--- config.mk ---
export PLATFORM = sky130hd
export DESIGN_NAME = game_screen_sequencer
export DESIGN_NICKNAME = d
export VERILOG_FILES = /design/src/rtl/tictactoe_pkg.sv /design/src/rtl/btn_sync_edge.sv /design/src/rtl/game_screen_sequencer.sv
export SDC_FILE = /design/constraint.sdc
export NUM_CORES = 1
export LEC_CHECK = 0
export CORE_AREA = 2 2 39 41
export DETAILED_ROUTE_END_ITERATION = 6
export DIE_AREA = 0 0 41 43
export GPL_TIMING_DRIVEN = 1
export PLACE_DENSITY = 0.77
export SLEW_MARGIN = 30
export SYNTH_ARGS = -nofsm -noshare
export SYNTH_HDL_FRONTEND = slang
export SYNTH_HIERARCHICAL = 1
export SYNTH_SLANG_ARGS = --single-unit
--- constraint.sdc ---
create_clock -name clk_100MHz -period 2.9 [get_ports clk_100MHz]
set_input_delay 0.29 -clock clk_100MHz [delete_from_list [all_inputs] [get_ports clk_100MHz]]
set_output_delay 0.29 -clock clk_100MHz [all_outputs]
set_load 0.05 [all_outputs]
--- src/rtl/tictactoe_pkg.sv ---
// Shared screen-state encoding and result types for the tic-tac-toe display path.
package tictactoe_pkg;

    localparam int HOLD_FRAMES_DEFAULT = 180;

    // One-hot so each bit of the state register drives its screen enable directly.
    typedef enum logic [4:0] {
        SCR_SS  = 5'b00001,
        SCR_PS  = 5'b00010,
        SCR_WSX = 5'b00100,
        SCR_WSO = 5'b01000,
        SCR_T   = 5'b10000
    } screen_e;

    typedef enum logic [1:0] {
        RES_NONE = 2'd0,
        RES_X    = 2'd1,
        RES_O    = 2'd2,
        RES_TIE  = 2'd3
    } result_e;

    function automatic result_e pick_result(input logic x, input logic o, input logic t);
        if (x)      return RES_X;
        else if (o) return RES_O;
        else if (t) return RES_TIE;
        else        return RES_NONE;
    endfunction

    function automatic screen_e result_screen(input result_e r);
        case (r)
            RES_X:   return SCR_WSX;
            RES_O:   return SCR_WSO;
            RES_TIE: return SCR_T;
            default: return SCR_SS;
        endcase
    endfunction

endpackage

--- src/rtl/btn_sync_edge.sv ---
// Multi-flop synchronizer for an asynchronous button plus a one-cycle rising-edge pulse.
module btn_sync_edge #(
    parameter int STAGES = 2
) (
    input  logic clk,
    input  logic rst,
    input  logic din,
    output logic rise
);

    logic [STAGES-1:0] sync_q;
    logic              prev_q;

    // NOTE: sequential state uses non-blocking assignments so every flop samples pre-edge values.
    always_ff @(posedge clk or posedge rst) begin
        if (rst) begin
            sync_q <= '0;
            prev_q <= 1'b0;
        end else begin
            sync_q <= {sync_q[STAGES-2:0], din};
            prev_q <= sync_q[STAGES-1];
        end
    end

    assign rise = sync_q[STAGES-1] & ~prev_q;

endmodule

--- src/rtl/game_screen_sequencer.sv ---
// Frame-aligned screen sequencer: start -> play -> result -> start.
// Optional SCREEN_AUTORETURN_EN: result screens return to start after HOLD_FRAMES frames.
module game_screen_sequencer
    import tictactoe_pkg::*;
#(
    parameter int HOLD_FRAMES = HOLD_FRAMES_DEFAULT,
    parameter int SYNC_STAGES = 2
) (
    input  logic clk_100MHz,
    input  logic reset,
    input  logic start_btn,
    input  logic win_x,
    input  logic win_o,
    input  logic tie,
    input  logic vsync,
    output logic ceSS,
    output logic cePS,
    output logic ceWSX,
    output logic ceWSO,
    output logic ceT,
    output logic new_game
);

    screen_e state;
    result_e res_req;
    logic    start_req;
    logic    start_rise;
    logic    vsync_q;
    logic    frame_tick;
    logic    is_result;
    logic    hold_done;
    logic    advance;

    btn_sync_edge #(
        .STAGES (SYNC_STAGES)
    ) u_start_sync (
        .clk  (clk_100MHz),
        .rst  (reset),
        .din  (start_btn),
        .rise (start_rise)
    );

    // History resets low so a vsync already low at reset release cannot fake a frame start.
    assign frame_tick = vsync_q & ~vsync;
    assign is_result  = state inside {SCR_WSX, SCR_WSO, SCR_T};

`ifdef SCREEN_AUTORETURN_EN
    localparam logic [7:0] HOLD_LAST = 8'(HOLD_FRAMES - 1);
    logic [7:0] frame_cnt;

    assign hold_done = (frame_cnt == HOLD_LAST);

    always_ff @(posedge clk_100MHz or posedge reset) begin
        if (reset) begin
            frame_cnt <= 8'd0;
        end else if (frame_tick && advance) begin
            frame_cnt <= 8'd0;
        end else if (frame_tick && is_result && frame_cnt != 8'hFF) begin
            frame_cnt <= frame_cnt + 8'd1;
        end
    end
`else
    assign hold_done = 1'b0;
`endif

    // NOTE: every always_comb output gets a default first so no latch is inferred.
    always_comb begin
        advance = 1'b0;
        case (state)
            SCR_SS:                  advance = start_req;
            SCR_PS:                  advance = (res_req != RES_NONE);
            SCR_WSX, SCR_WSO, SCR_T: advance = start_req | hold_done;
            default:                 advance = 1'b1;
        endcase
    end

    always_ff @(posedge clk_100MHz or posedge reset) begin
        if (reset) begin
            state     <= SCR_SS;
            new_game  <= 1'b0;
            start_req <= 1'b0;
            res_req   <= RES_NONE;
            vsync_q   <= 1'b0;
        end else begin
            vsync_q  <= vsync;
            new_game <= 1'b0;

            // Latch first; a consuming transition below overrides, keeping same-edge events.
            if (state == SCR_PS) begin
                start_req <= 1'b0;
                if (res_req == RES_NONE) res_req <= pick_result(win_x, win_o, tie);
            end else if (start_rise) begin
                start_req <= 1'b1;
            end

            if (frame_tick && advance) begin
                case (state)
                    SCR_SS: begin
                        state     <= SCR_PS;
                        new_game  <= 1'b1;
                        start_req <= start_rise;
                    end
                    SCR_PS: begin
                        state   <= result_screen(res_req);
                        res_req <= RES_NONE;
                    end
                    SCR_WSX, SCR_WSO, SCR_T: begin
                        state     <= SCR_SS;
                        start_req <= start_rise;
                    end
                    default: begin
                        state <= SCR_SS;
                    end
                endcase
            end
        end
    end

    assign {ceT, ceWSO, ceWSX, cePS, ceSS} = state;

endmodule

==> flow_summary.toml, run 1 <==
[power]
max-vdd-ir-drop_v = 0.000469
p_leak_uw = 0.000346
p_per_area_nw_per_um2 = 894

[grt]
grt_usage_pct = 14.4
grt_pass1_wl_um = 1720
grt_pass1_vias = 414
globalRouteOverflowTotal = 0
antenna_found_initial = 0
grt_max_degree = 11

[sta]
skew_ps = 1.84
slew_viol_final = 0
hold_viol_final = 0
setup_viol = 0
finalSetupTns_ps = 0
period_needed_ps = 1990
fin_crit_sh_pct = 68.7
max_slew_margin_pct = 67.2
worst_pin_slew_ps = 491
rsz0062_at_grt = "false"
holdWs_ps = 199
setup_ws_ps = 907
max_freq_ghz = 0.502

[floorplanning]
initial_core_util_pct = 47.6
core_area_um2 = 1380
dieHeight_um = 43
die_area_um2 = 1760
ios = 13
fp-row-count = 14
die_width_um = 41

[synth]
ys_ff_latch = 13
synth-seq-area-share_pct = 49.5
synth_top_area_cell = "dfrtp_1"
ys_top_cells_by_area = "dfrtp_1 46%, mux2_2 5.1%, dfstp_2 4.0%"
synth_top_area_share_pct = 45.5
synth_cell_types = 29
synth_nets = 69
synth.cell_area_um2 = 659
synth_ff_type = "dfrtp_1"
syn_inst = 62
async_flop_share_pct = 100
yosysWarningCount = 6
syn_area_per_cell_um2 = 10.6
synth_edf_count = 0

[drt]
drtAntennaViolNets = 0
viasPerCell = 5.48
drtPass1Iterations = 4
drt_iter0_drc = 13
wl_per_cell_um = 12.1
drc = 0
vias = 493
drt-total-wl_um = 1090

[cells_and_area]
fin_cells = 90
layout.nets = 82
area_delta_synth_final_pct = 21.1
diodes = 0
design_area_um2 = 798
layout-drive-gt1-share_pct = 14.9

[setup_path]
slowest_delay_ps = 820
r2r_setup_slack_ps = 1260
worstReg2RegStart = "state[4]$_DFFE_PP0P_"
reg2reg_depth = 4
critPathBufInv = 1
slowest_stage = "clkdlybuf4s50_1"
worstPathMaxFanout = 8
critical_path_class = "register to output pin"
worst_ep_arrival_time_ps = 1700
critPathCaptureType = "output pin"
start_kind = "register"
path_cells = "clkdlybuf4s50_1"
worstPathRequired_ps = 2610
cp_top_family = "buffers and inverters"
cp.depth = 1

[clock_network]
cts_resized = 0
cts_buffers = 3
postCtsHoldBufs = 0
cts_tree = "yes"
cts.sinks = 13
cts_buffer_depth = 2
insertion_delay_ps = 270
postCtsSetupRepairBufs = 0
clk_pin_slew_ps = 80
cts_root_buf = "clkbuf_4"
htreeDepth = 1

[placed_design]
dp_hpwl_um = 789
globalplace.congestion = 0.791
dp_cells = 86
dp_slack_ps = 1100
io_buffer_count = 12
place_area_um2 = 771

[flow_run]
cap_violations = 0

[run_status]
status = "completed"

[min_path]
hold_path_class = "input port to asynchronous set/reset pin"
-- kinds of logic (layout without fill, tap and decap cells) --
logic type / after synthesis / after routing / share of synthesized area [%]
simple gates: 23 / 23 / 23.7
compound gates: 13 / 13 / 12.3
flops: 13 / 13 / 49.5
buf+inv: 8 / 20 / 6.64
mux: 3 / 3 / 5.12
xor+xnor: 2 / 2 / 2.66
-- metal layers --
metal	global-route usage, %	vias up	routed length [um]
met2	19.1	15	511
met3	1.57	2	69
li1	-	244	-
met5	0	-	0
met4	8.00	0	5
met1	22.2	232	501
-- area by class of cell --
class	instances	area, um2
Fill cell	122	586
Sequential cell	13	327
Multi-Input combinational cell	41	289
Timing Repair Buffer	12	120
Clock buffer	3	22.5
Tap cell	16	20.0
Inverter	4	15.0
Clock inverter	1	5.00
-- cell usage after synthesis (2+ instances only) --
cell     instances
nand2_1          4
mux2_2           3
nor4b_1          2
buf_2            2
nor4_1           2
xor2_1           2
inv_1            4
nor3b_1          2
o21ai_0          4
nor2_1           5
a21oi_1          2
dfrtp_1         12
nor3_1           2
-- how the worst max path moves through the flow --
| stage | slack (ps) | endpoint | from |
|---|---|---|---|
| 6_report | 910 | ceSS | state[0]$_DFFE_PP1P_ |
| 5_1_grt | 840 | ceWSX | state[2]$_DFFE_PP0P_ |
| 2_1_floorplan | 1090 | register | state[3]$_DFFE_PP0P_ |
| 3_3_place_gp | 1170 | state[1]$_DFFE_PP0P_ | vsync |
| 4_1_cts | 890 | ceSS | state[0]$_DFFE_PP1P_ |
| 3_5_place_dp | 1100 | state[1]$_DFFE_PP0P_ | vsync |
-- where the power goes --
part	leakage (uW)	total, uW	internal [uW]	switching (uW)
combinational	0.000168	289	119	170
clock	0.0000177	106	51.0	55.2
sequential	0.000161	318	233	84.9
-- through the flow --
step,utilization [%],total power (uW)
finish,57.7,713
global route,57.7,760
CTS,57.7,719
detailed placement,55.7,608
global placement,55.7,604
floorplan,-,532
-- layout by cell type (no fill, tap or decap), drive strengths merged --
cell type	netlist	final
dfrtp	12	12
clkdlybuf4s50	0	12
nor2	5	5
o21ai	5	5
inv	4	4
nand2	4	4
mux2	3	3
clkbuf	0	3
nor3	3	3
nor4	2	2
xor2	2	2
nor4b	2	2
nor3b	2	2
a21oi	2	2
nand3	1	1
or4	1	1
nand2b	1	1
or3	1	1
a211o	1	1
o211ai	1	1
a31oi	1	1
a211oi	1	1
o41ai	1	1
a21boi	1	1
clkinv	0	1
dfstp	1	1
nor2b	1	1
(Power assumes the default switching activity.)
==> inputs of run 2 (changes only) <==
--- a/config.mk
+++ b/config.mk
@@ -5,11 +5,11 @@
 export SDC_FILE = /design/constraint.sdc
 export NUM_CORES = 1
 export LEC_CHECK = 0
-export CORE_AREA = 2 2 39 41
+export CORE_MARGIN = 2
+export CORE_UTILIZATION = 48
 export DETAILED_ROUTE_END_ITERATION = 6
-export DIE_AREA = 0 0 41 43
 export GPL_TIMING_DRIVEN = 1
-export PLACE_DENSITY = 0.77
+export PLACE_DENSITY = 0.75
 export SLEW_MARGIN = 30
 export SYNTH_ARGS = -nofsm -noshare
 export SYNTH_HDL_FRONTEND = slang
==> constraint.sdc (replaced) <==
create_clock -name clk_100MHz -period 2.1 [get_ports clk_100MHz]
set_input_delay 0.21 -clock clk_100MHz [delete_from_list [all_inputs] [get_ports clk_100MHz]]
set_output_delay 0.21 -clock clk_100MHz [all_outputs]
set_load 0.05 [all_outputs]
==> run 2 against run 1 <==
Final area decreased by 0.31%. Die area is 4.3% lower. Clock power grew 42%. Worst hold slack got worse by 78 ps. Setup slack got worse by 720 ps. Global-route usage grew 2.8 points. Sequential share of layout area is 0.13 points higher. Critical endpoint unchanged. Highest routed layer unchanged.
==> flow_summary.toml, run 2 (synthesis gave the netlist of run 1 again) <==
[drt]
viasPerCell = 5.63
drtPass1Iterations = 4
wl_met1_um = 527
wl_per_cell_um = 12.3
dr_wl_met3_um = 42
drt_iter0_drc = 4
drtAntennaViolNets = 0
wl_met2_um = 494
drc = 0
drt-total-wl_um = 1090
top_layer = "met4"
vias = 501

[sta]
setup_viol = 0
holdWs_ps = 121
hold_viol_final = 0
period_needed_ps = 1920
rsz0062_at_grt = "false"
max_freq_ghz = 0.522
skew_ps = 2.10
max_slew_margin_pct = 67.2
fin_crit_sh_pct = 91.3
setup_ws_ps = 184
slew_viol_final = 0
worst_pin_slew_ps = 490
finalSetupTns_ps = 0

[setup_path]
slowest_delay_ps = 820
reg2reg_depth = 4
worstPathMaxFanout = 8
critPathCaptureType = "output pin"
slowest_stage = "clkdlybuf4s50_1"
start_kind = "register"
worst_ep_arrival_time_ps = 1710
cp_top_family = "buffers and inverters"
critical_path_class = "register to output pin"
cp.depth = 1
path_cells = "clkdlybuf4s50_1"
worstPathRequired_ps = 1890
critPathBufInv = 1
r2r_setup_slack_ps = 470

[floorplanning]
die_area_um2 = 1690
ios = 13
core_area_um2 = 1280
initial_core_util_pct = 51.3
die_width_um = 41.1
dieHeight_um = 41.1
fp-row-count = 13

[clock_network]
cts_buffers = 3
cts.sinks = 13
clk_pin_slew_ps = 70
postCtsHoldBufs = 0
cts_buffer_depth = 2
cts_resized = 0
cts_tree = "yes"
postCtsSetupRepairBufs = 0
cts_root_buf = "clkbuf_4"
insertion_delay_ps = 270
htreeDepth = 1

[flow_run]
cap_violations = 0

[power]
max-vdd-ir-drop_v = 0.000566
pwr-share-seq_pct = 44.3
p_total_uw = 987
p_leak_uw = 0.000343
netSwitchingPower_uw = 426
p_per_area_nw_per_um2 = 1240
clockPowerShare_pct = 15.2
p_int_uw = 560
p_comb_share_pct = 40.5
sw_frac_of_total_pct = 43.2

[grt]
grt_max_degree = 11
grt_pass1_wl_um = 1810
grt_pass1_vias = 438
grt_usage_pct = 17.2
antenna_found_initial = 0
globalRouteOverflowTotal = 0

[cells_and_area]
diodes = 0
layout.nets = 82
most-common-layout-cells = "12 x dfrtp_1, 12 x clkdlybuf4s50_1, 5 x nor2_1"
layout-drive-gt1-share_pct = 13.5
area_delta_synth_final_pct = 20.7

[placed_design]
dp_hpwl_um = 808
dp_slack_ps = 374
globalplace.congestion = 0.803
io_buffer_count = 12

[min_path]
hold_path_class = "input port to asynchronous set/reset pin"

[run_status]
status = "completed"
## run 2: changes by cell type in the layout (fill, tap and decap cells not counted)
cell / previous run / this run
clkbuf_1: 0 / 1
clkinv_2: 1 / 0
## run 2: final timing paths
check,start,end
max in group asynchronous,reset,state[0]$_DFFE_PP1P_
hold / removal,reset,u_start_sync/sync_q[0]$_DFF_PP0_
setup reg to reg,state[4]$_DFFE_PP0P_,register
hold reg to reg,u_start_sync/sync_q[0]$_DFF_PP0_,u_start_sync/sync_q[1]$_DFF_PP0_
setup / recovery,state[0]$_DFFE_PP1P_,ceSS
min in group clk_100MHz,u_start_sync/sync_q[0]$_DFF_PP0_,u_start_sync/sync_q[1]$_DFF_PP0_
## run 2: area by class of cell
type,count,area [um2]
Sequential cell,13,327
Inverter,4,15.0
Tap cell,15,18.8
Fill cell,109,489
Timing Repair Buffer,12,120
Clock buffer,4,26.3
Multi-Input combinational cell,41,289
## run 2: power by group through the flow
| stage | combinational, uW | clock (uW) | sequential [uW] |
|---|---|---|---|
| 2_1_floorplan | 241 | 0 | 493 |
| 3_3_place_gp | 396 | 0 | 442 |
| 3_5_place_dp | 400 | 0 | 441 |
| 4_1_cts | 401 | 155 | 437 |
| 5_1_grt | 436 | 163 | 449 |
| 6_report | 400 | 150 | 437 |
## run 2: metal layers
metal | vias to the layer above | global-route usage [%]
met5 | - | 0
met3 | 4 | 1.63
met4 | 0 | 12.5
met1 | 242 | 23.2
li1 | 242 | -
met2 | 13 | 25.4
## run 2: metrics by stage
stage	cells	cell area, um2	util (%)
after floorplan	62	659	-
after global placement	85	769	59.9
after detailed placement	85	769	59.9
after CTS	89	796	61.9
after global routing	89	796	61.9
final	89	796	61.9
==> inputs of run 3 (changes only) <==
--- a/config.mk
+++ b/config.mk
@@ -7,6 +7,7 @@
 export LEC_CHECK = 0
 export CORE_MARGIN = 2
 export CORE_UTILIZATION = 48
+export CTS_BUF_LIST = sky130_fd_sc_hd__clkbuf_16
 export DETAILED_ROUTE_END_ITERATION = 6
 export GPL_TIMING_DRIVEN = 1
 export PLACE_DENSITY = 0.75
==> run 3 against run 2 <==
First-iteration DRC count rose to 4.3 times the previous value. Sequential power is essentially flat. Cell count did not move. Total power increased by 21%. Register-to-register slack is essentially flat. Clock skew is essentially flat. Core utilization grew 4.1 points.
==> flow_summary.toml, run 3 (synthesis gave the netlist of run 1 again) <==
[floorplanning]
dieHeight_um = 41.1
fp-row-count = 13
initial_core_util_pct = 51.3
ios = 13
die_area_um2 = 1690
die_width_um = 41.1
core_area_um2 = 1280

[sta]
hold_viol_final = 0
fin_crit_sh_pct = 89.0
worst_pin_slew_ps = 490
max_slew_margin_pct = 67.2
slew_viol_final = 0
finalSetupTns_ps = 0
period_needed_ps = 1870
skew_ps = 2.06
setup_viol = 0
max_freq_ghz = 0.535
rsz0062_at_grt = "false"

[setup_path]
critPathCaptureType = "output pin"
critPathBufInv = 1
worstPathMaxFanout = 8
worstPathRequired_ps = 1890
cp_top_family = "buffers and inverters"
slowest_stage = "clkdlybuf4s50_1"
path_cells = "clkdlybuf4s50_1"
worst_ep_arrival_time_ps = 1660
critical_path_class = "register to output pin"
slowest_delay_ps = 820
start_kind = "register"

[power]
clockPowerShare_pct = 29.1
p_comb_share_pct = 33.9
pwr-share-seq_pct = 37.0
netSwitchingPower_uw = 451
p_leak_uw = 0.000371
p_per_area_nw_per_um2 = 1400
max-vdd-ir-drop_v = 0.000824
sw_frac_of_total_pct = 37.9
p_int_uw = 739

[placed_design]
io_buffer_count = 12
dp_hpwl_um = 808
place_area_um2 = 769
globalplace.congestion = 0.803

[drt]
drt_iter0_drc = 17
wl_per_cell_um = 13.4
drtPass1Iterations = 4
drc = 0
vias = 506
drt-total-wl_um = 1200
viasPerCell = 5.69
drtAntennaViolNets = 0

[grt]
grt_pass1_vias = 429
grt_pass1_wl_um = 1860
grt_usage_pct = 17.6
antenna_found_initial = 0
grt_max_degree = 11
globalRouteOverflowTotal = 0

[cells_and_area]
area_delta_synth_final_pct = 28.7
most-common-layout-cells = "12 x dfrtp_1, 12 x clkdlybuf4s50_1, 5 x inv_1, 5 x nor2_1"
diodes = 0
layout.nets = 82
layout-drive-gt1-share_pct = 13.5
design_area_um2 = 848
utilization_pct = 66.0

[run_status]
status = "completed"

[clock_network]
cts_tree = "yes"
cts_root_buf = "clkbuf_16"
cts_resized = 0
cts_buffer_depth = 2
cts_buffers = 3
postCtsHoldBufs = 0
clk_pin_slew_ps = 40
cts.sinks = 13
htreeDepth = 1
postCtsSetupRepairBufs = 0
insertion_delay_ps = 240

[flow_run]
cap_violations = 0

[min_path]
hold_path_class = "input port to asynchronous set/reset pin"
[run 3: layout make-up]
type	count	area (um2)
Timing Repair Buffer	12	120
Tap cell	15	18.8
Inverter	4	15.0
Fill cell	98	437
Sequential cell	13	327
Multi-Input combinational cell	41	289
Clock buffer	3	75.1
Clock inverter	1	3.75
[run 3: worst paths after layout]
| check | startpoint | end | slack, ps | cells past startpoint |
|---|---|---|---|---|
| setup / recovery | state[0]$_DFFE_PP1P_ | ceSS | 230 | 1 |
| setup reg to reg | state[4]$_DFFE_PP0P_ | register | 470 | 4 |
| min in group clk_100MHz | u_start_sync/sync_q[0]$_DFF_PP0_ | u_start_sync/sync_q[1]$_DFF_PP0_ | 370 | 0 |
| hold / removal | reset | u_start_sync/sync_q[0]$_DFF_PP0_ | 160 | 2 |
| hold reg to reg | u_start_sync/sync_q[0]$_DFF_PP0_ | u_start_sync/sync_q[1]$_DFF_PP0_ | 370 | 0 |
| max in group asynchronous | reset | state[0]$_DFFE_PP1P_ | 1500 | 2 |
[run 3: metrics by stage]
stage          total power (uW)  setup WS, ps  instances  hold slack, ps
5_1_grt                    1250           188         89             211
2_1_floorplan               734           294         62           -36.4
3_5_place_dp                841           374         85             354
3_3_place_gp                838           448         85             332
4_1_cts                    1200           227         89             168
6_report                   1190           231         89             163
[run 3: power groups by stage]
| stage | registers (uW) | logic [uW] | clock network (uW) |
|---|---|---|---|
| finish | 440 | 403 | 346 |
| CTS | 439 | 406 | 352 |
| floorplan | 493 | 241 | 0 |
| detailed placement | 441 | 400 | 0 |
| global placement | 442 | 396 | 0 |
| global route | 452 | 440 | 361 |
[run 3: metal layers]
layer / track usage [%] / up-vias / part of all wire (%)
met3: 3.26 / 4 / 4.2
met2: 26.6 / 17 / 48
met1: 23.3 / 242 / 46
li1: - / 243 / -
met4: 10.0 / 0 / 1.6
met5: 0 / - / 0
